--- src/rtl/sevenseg_pkg.sv ---
// Shared types, constants and nibble selection for the seven-segment scan controller.
package sevenseg_pkg;

    typedef enum logic [1:0] {IDLE, BLANK, SHOW} scan_state_t;

    localparam logic [6:0] SEG_OFF_N  = 7'h7F;
    localparam int         MAX_DIGITS = 16;

    function automatic logic [3:0] nibble_sel(input logic [4*MAX_DIGITS-1:0] value,
                                              input logic [3:0]              idx);
        logic [5:0] base;
        base = {idx, 2'b00};
        return value[base +: 4];
    endfunction

endpackage

--- src/rtl/sevenseg_scan_ctrl_decoder.sv ---
// Hex nibble to active-low gfedcba segment pattern; purely combinational.
module sevenseg (
    input  logic [3:0] hex,
    output logic [6:0] hexn
);

    always_comb begin
        hexn = 7'h7F;
        case (hex)
            4'h0: hexn = ~7'h3F;
            4'h1: hexn = ~7'h06;
            4'h2: hexn = ~7'h5B;
            4'h3: hexn = ~7'h4F;
            4'h4: hexn = ~7'h66;
            4'h5: hexn = ~7'h6D;
            4'h6: hexn = ~7'h7D;
            4'h7: hexn = ~7'h07;
            4'h8: hexn = ~7'h7F;
            4'h9: hexn = ~7'h6F;
            4'hA: hexn = ~7'h77;
            4'hB: hexn = ~7'h7C;
            4'hC: hexn = ~7'h39;
            4'hD: hexn = ~7'h5E;
            4'hE: hexn = ~7'h79;
            4'hF: hexn = ~7'h71;
            default: hexn = 7'h7F;
        endcase
    end

endmodule

--- src/rtl/sevenseg_scan_ctrl.sv ---
// Scans NUM_DIGITS digits, one REFRESH_DIV slot each with a BLANK_CYCLES dark lead-in; value/dp are
// snapshotted once per frame. Outputs lag state by one cycle. `define LEADING_ZERO_SUPPRESS_EN darkens leading zeros.
module sevenseg_scan_ctrl
    import sevenseg_pkg::*;
#(
    parameter int NUM_DIGITS   = 4,
    parameter int REFRESH_DIV  = 50000,
    parameter int BLANK_CYCLES = 500
) (
    input  logic                    clk,
    input  logic                    rst_n,
    input  logic                    enable,
    input  logic [4*NUM_DIGITS-1:0] value,
    input  logic [NUM_DIGITS-1:0]   dp,
    output logic [6:0]              seg_n,
    output logic                    dp_n,
    output logic [NUM_DIGITS-1:0]   an_n,
    output logic                    frame_tick
);

    localparam int PW   = $clog2(REFRESH_DIV);
    localparam int IW   = $clog2(NUM_DIGITS);
    localparam int EXTW = 4 * MAX_DIGITS;

    localparam logic [PW-1:0] PRE_LAST   = PW'(REFRESH_DIV - 1);
    localparam logic [PW-1:0] BLANK_LAST = PW'(BLANK_CYCLES - 1);
    localparam logic [IW-1:0] IDX_LAST   = IW'(NUM_DIGITS - 1);

    if (NUM_DIGITS < 2 || NUM_DIGITS > MAX_DIGITS) begin : g_bad_num_digits
        $error("sevenseg_scan_ctrl: NUM_DIGITS must be in 2..16");
    end
    if (REFRESH_DIV < 4) begin : g_bad_refresh_div
        $error("sevenseg_scan_ctrl: REFRESH_DIV must be >= 4");
    end
    if (BLANK_CYCLES < 1 || BLANK_CYCLES >= REFRESH_DIV) begin : g_bad_blank_cycles
        $error("sevenseg_scan_ctrl: BLANK_CYCLES must be in 1..REFRESH_DIV-1");
    end

    scan_state_t             state_q, state_d;
    logic [PW-1:0]           pre_q, pre_d;
    logic [IW-1:0]           idx_q, idx_d;
    logic [4*NUM_DIGITS-1:0] snap_val_q, snap_val_d;
    logic [NUM_DIGITS-1:0]   snap_dp_q, snap_dp_d;
    logic                    tick_q, tick_d;
    logic [6:0]              seg_q, seg_d;
    logic                    dp_n_q, dp_n_d;
    logic [NUM_DIGITS-1:0]   an_q, an_d;

    logic [3:0]              cur_nibble;
    logic [6:0]              dec_hexn;
    logic                    digit_lit;

    always_ff @(posedge clk or negedge rst_n) begin
        if (!rst_n) begin
            state_q    <= IDLE;
            pre_q      <= '0;
            idx_q      <= '0;
            snap_val_q <= '0;
            snap_dp_q  <= '0;
            tick_q     <= 1'b0;
            seg_q      <= SEG_OFF_N;
            dp_n_q     <= 1'b1;
            an_q       <= '1;
        end else begin
            state_q    <= state_d;
            pre_q      <= pre_d;
            idx_q      <= idx_d;
            snap_val_q <= snap_val_d;
            snap_dp_q  <= snap_dp_d;
            tick_q     <= tick_d;
            seg_q      <= seg_d;
            dp_n_q     <= dp_n_d;
            an_q       <= an_d;
        end
    end

    always_comb begin
        state_d    = state_q;
        pre_d      = pre_q;
        idx_d      = idx_q;
        snap_val_d = snap_val_q;
        snap_dp_d  = snap_dp_q;
        tick_d     = 1'b0;
        if (!enable) begin
            state_d = IDLE;
            pre_d   = '0;
            idx_d   = '0;
        end else begin
            case (state_q)
                IDLE: begin
                    state_d    = BLANK;
                    pre_d      = '0;
                    idx_d      = '0;
                    snap_val_d = value;
                    snap_dp_d  = dp;
                    tick_d     = 1'b1;
                end
                BLANK: begin
                    pre_d = pre_q + 1'b1;
                    if (pre_q == BLANK_LAST) begin
                        state_d = SHOW;
                    end
                end
                SHOW: begin
                    if (pre_q == PRE_LAST) begin
                        pre_d   = '0;
                        state_d = BLANK;
                        // Wrapping back to digit 0 is the only point where new data is admitted.
                        if (idx_q == IDX_LAST) begin
                            idx_d      = '0;
                            snap_val_d = value;
                            snap_dp_d  = dp;
                            tick_d     = 1'b1;
                        end else begin
                            idx_d = idx_q + 1'b1;
                        end
                    end else begin
                        pre_d = pre_q + 1'b1;
                    end
                end
                default: state_d = IDLE;
            endcase
        end
    end

    assign cur_nibble = nibble_sel(EXTW'(snap_val_q), 4'(idx_q));

    sevenseg u_dec (
        .hex  (cur_nibble),
        .hexn (dec_hexn)
    );

`ifdef LEADING_ZERO_SUPPRESS_EN
    logic upper_zero;

    always_comb begin
        upper_zero = 1'b1;
        for (int k = 0; k < NUM_DIGITS; k++) begin
            if (k >= int'(idx_q) && snap_val_q[4*k +: 4] != 4'h0) begin
                upper_zero = 1'b0;
            end
        end
        digit_lit = (idx_q == '0) || !upper_zero;
    end
`else
    assign digit_lit = 1'b1;
`endif

    // Segments are loaded during BLANK too, so they are settled before the anode turns on.
    always_comb begin
        seg_d  = SEG_OFF_N;
        dp_n_d = 1'b1;
        an_d   = '1;
        if (enable) begin
            case (state_q)
                BLANK: seg_d = digit_lit ? dec_hexn : SEG_OFF_N;
                SHOW: begin
                    seg_d       = digit_lit ? dec_hexn : SEG_OFF_N;
                    dp_n_d      = ~snap_dp_q[idx_q];
                    an_d[idx_q] = 1'b0;
                end
                default: ;
            endcase
        end
    end

    assign seg_n      = seg_q;
    assign dp_n       = dp_n_q;
    assign an_n       = an_q;
    assign frame_tick = tick_q;

endmodule

--- config.mk ---
export PLATFORM = sky130hd
export DESIGN_NAME = sevenseg_scan_ctrl
export DESIGN_NICKNAME = d
export VERILOG_FILES = /design/src/rtl/sevenseg_pkg.sv /design/src/rtl/sevenseg_scan_ctrl_decoder.sv /design/src/rtl/sevenseg_scan_ctrl.sv
export SDC_FILE = /design/constraint.sdc
export NUM_CORES = 1
export LEC_CHECK = 0
export CAP_MARGIN = 20
export CORE_MARGIN = 3
export CORE_UTILIZATION = 57
export CTS_CLUSTER_SIZE = 40
export DETAILED_ROUTE_END_ITERATION = 6
export PLACE_DENSITY = 0.81
export SYNTH_ARGS = -nofsm -noshare
export SYNTH_HDL_FRONTEND = slang
export SYNTH_SLANG_ARGS = --single-unit
--- constraint.sdc ---
create_clock -name clk -period 2.7 [get_ports clk]
set_input_delay 0.405 -clock clk [delete_from_list [all_inputs] [get_ports clk]]
set_output_delay 0.405 -clock clk [all_outputs]
set_load 0.02 [all_outputs]
==> flow_metrics.py <==
metrics = {
    "synthesis": {
        "yosys_warnings": 0,
        "synth_edf_count": 0,
        "async_reset_ff_share_pct": 100,
        "synth_seq_cells": 53,
        "avgSynthCellArea_sq_um": 9.87,
        "synth_area_sq_um": 3270,
        "syn_nets": 369,
        "ys_seq_area_share_pct": 41.1,
        "yosysUniqueCellTypes": 55,
        "netlist_instances": 331,
        "synth_ff_type": "dfrtp_1",
    },
    "route": {
        "drt_iter0_markers": 129,
        "wirelength_mm": 7.16,
        "wl_per_cell_microns": 16.9,
        "drt_first_pass_iters": 4,
        "vias": 2663,
        "via_per_inst": 6.28,
        "antenna_left": 0,
        "route.detailed.drc": 0,
    },
    "floorplan": {
        "die_y_microns": 81.7,
        "fp.coreArea_sq_um": 5340,
        "dieWidth_microns": 81.7,
        "io_pins": 36,
        "start_util_pct": 61.2,
        "fp-row-count": 26,
        "die_area_sq_um": 6670,
    },
    "clock_tree": {
        "cts-buffers-inserted": 5,
        "cts_num_sinks": 53,
        "cts_tree": "yes",
        "h-tree-depth": 2,
        "cts_setup_buffers": 0,
        "clkLatencyLatePin_ps": 320,
        "cts_resized": 0,
        "cts_root_buf": "clkbuf_8",
        "clkTransAtPathRegs_ps": 90,
        "clockBufferDepth": 2,
        "postCtsHoldBufs": 0,
    },
    "global_route": {
        "grt_usage_pct": 23.4,
        "grt_pass1_vias": 2563,
        "grt_antenna_before_repair": 0,
        "grt_max_degree": 53,
        "grt_pass1_wl_mm": 12.2,
        "grt_overflow": 0,
    },
    "power_and_ir_drop": {
        "p_per_area_nw_per_um2": 886,
        "peakVddDrop_uv": 448,
        "p_leak_nw": 1.49,
    },
    "sta": {
        "drv_slew": 0,
        "worst_pin_slew_ps": 676,
        "fin_skew_ps": 7.04,
        "period_share_pct": 83.4,
        "rsz0062_at_grt": "no",
        "slew_headroom_pct": 54.9,
        "hold_viol": 0,
        "tns_ps": 0,
        "fin_crit_ps": 2250,
        "fmax_mhz": 444,
        "whs_ps": 69.6,
        "setup_viol": 0,
    },
    "critical_path": {
        "reg2reg_from": "state_q[1]$_DFFE_PN0P_",
        "crit_required_ps": 2910,
        "cp-start-kind": "flip-flop",
        "crit_type": "flip-flop to flip-flop",
        "rrSetupSlack_ps": 450,
        "reg2reg_to": "pre_q[9]$_DFFE_PN0P_",
        "crit_path_start": "state_q[1]$_DFFE_PN0P_",
        "arrival_ps": 2460,
        "crit_path_max_fanout": 17,
        "reg2reg_depth": 7,
        "worstSetupEndpointType": "flip-flop",
    },
    "placed_design": {
        "dpl_cell_area_sq_um": 3650,
        "place.port_buffers": 35,
        "gp_congestion": 0.885,
        "hpwl_mm": 5.00,
    },
    "finish": {
        "fin_area_sq_um": 3740,
        "layout.nets": 391,
        "drive_gt1_share_pct": 11.9,
        "area.growth.synth_to_final_pct": 14.4,
        "diodes": 0,
    },
    "hold_path": {
        "min_path_type": "input pin to asynchronous set/reset pin",
    },
    "run_status": {
        "status": "finished, final reports clean",
    },
    "job": {
        "drv_cap": 0,
    },
}
## stage by stage
| step | worst slack, ps | utilization [%] | cells | total power, mW |
|---|---|---|---|---|
| 5_1_grt | 306 | 70.0 | 424 | 3.57 |
| 3_3_place_gp | 576 | 68.3 | 416 | 2.78 |
| 4_1_cts | 472 | 70.0 | 424 | 3.33 |
| 3_5_place_dp | 484 | 68.3 | 416 | 2.86 |
| 6_report | 449 | 70.0 | 424 | 3.31 |
| 2_1_floorplan | 727 | - | 331 | 2.39 |
## layer usage
| layer | part of all wire, % | up-vias | global-route usage [%] |
|---|---|---|---|
| met5 | 0 | - | 0 |
| met4 | 1.4 | 0 | 7.14 |
| met3 | 3.9 | 8 | 5.26 |
| met2 | 49 | 61 | 38.5 |
| met1 | 46 | 1315 | 30.8 |
| li1 | - | 1279 | - |
## layout make-up
class | instances | area [sq um]
Tap cell | 70 | 87.6
Inverter | 9 | 33.8
Clock buffer | 8 | 90.1
Sequential cell | 53 | 1340
Multi-Input combinational cell | 241 | 1770
Timing Repair Buffer | 43 | 418
Fill cell | 434 | 1600
## worst max-delay path by stage
| stage | endpoint | slack, ps | depth (start not counted) |
|---|---|---|---|
| after floorplan | seg_n[0]$_DFF_PN1_ | 730 | 6 |
| after global placement | pre_q[5]$_DFFE_PN0P_ | 580 | 6 |
| after detailed placement | pre_q[5]$_DFFE_PN0P_ | 480 | 6 |
| after CTS | pre_q[5]$_DFFE_PN0P_ | 470 | 6 |
| after global routing | pre_q[9]$_DFFE_PN0P_ | 310 | 7 |
| final | pre_q[9]$_DFFE_PN0P_ | 450 | 7 |
## cell families (layout without fill, tap and decap cells)
group           after synthesis  in the layout  synth area share (%)
compound gates               92             92                  20.9
xor+xnor                      1              1                 0.268
fa+ha+maj                    15             15                  5.75
buf+inv                      37             60                  4.87
flops                        53             53                  41.1
mux                          10             10                  5.02
simple gates                123            123                  22.1
## cell usage after synthesis (3+ instances only)
cell / number / share of area [%]
dfrtp_1: 41 / 31
o211ai_1: 41 / 9.4
nand2_1: 35 / 4.0
nand2b_1: 22 / 4.2
clkbuf_1: 17 / 2.0
ha_1: 15 / 5.7
dfstp_2: 12 / 9.7
buf_2: 10 / 1.5
inv_1: 9 / 1.0
nand3_1: 8 / 1.2
nor2_1: 8 / 0.92
nor3b_1: 8 / 1.8
nor4_1: 7 / 1.3
o21a_1: 7 / 1.6
a21oi_1: 6 / 0.92
o311ai_1: 6 / 1.6
mux4_2: 5 / 3.4
nor3_1: 5 / 0.77
o31ai_1: 5 / 1.1
a22o_1: 4 / 1.1
mux2i_1: 4 / 1.2
nand4_1: 4 / 0.77
nor2b_1: 4 / 0.77
o21ai_0: 4 / 0.61
o21ai_1: 4 / 0.61
a31oi_1: 3 / 0.57
and3_1: 3 / 0.57
and4_1: 3 / 0.80
## layout by cell type (no fill, tap or decap), drive strengths merged, types with 6 or more instances in the layout
| master | count |
|---|---|
| a21oi | 6 |
| nand2b | 22 |
| inv | 9 |
| o311ai | 6 |
| dfrtp | 41 |
| o21a | 7 |
| o21ai | 8 |
| dfstp | 12 |
| nor3b | 8 |
| nor2 | 9 |
| clkdlybuf4s50 | 34 |
| nor4 | 8 |
| o211ai | 41 |
| ha | 15 |
| clkbuf | 8 |
| buf | 9 |
| nand3 | 9 |
| nand2 | 35 |
## sequential cells by signal, summed over array words and instances (netlist names)
register,flops
snap_dp_q,4
dp_n,1
frame_tick,1
seg_n,7
idx_q,2
an_n,4
pre_q,16
snap_val_q,16
state_q,2
## critical path: stages, from the launching register on
cell     delay, ps
dfrtp_1        380
inv_1           80
ha_1           230
nor4b_1        240
and4_1         680
buf_4          270
o31ai_1         80
a22o_1         190
## power by group
group	internal [mW]	switching (mW)
Sequential	1.07	0.193
Clock	0.210	0.258
Combinational	0.691	0.895
Total	1.97	1.35
No activity file was read; power rests on OpenSTA's default activity.
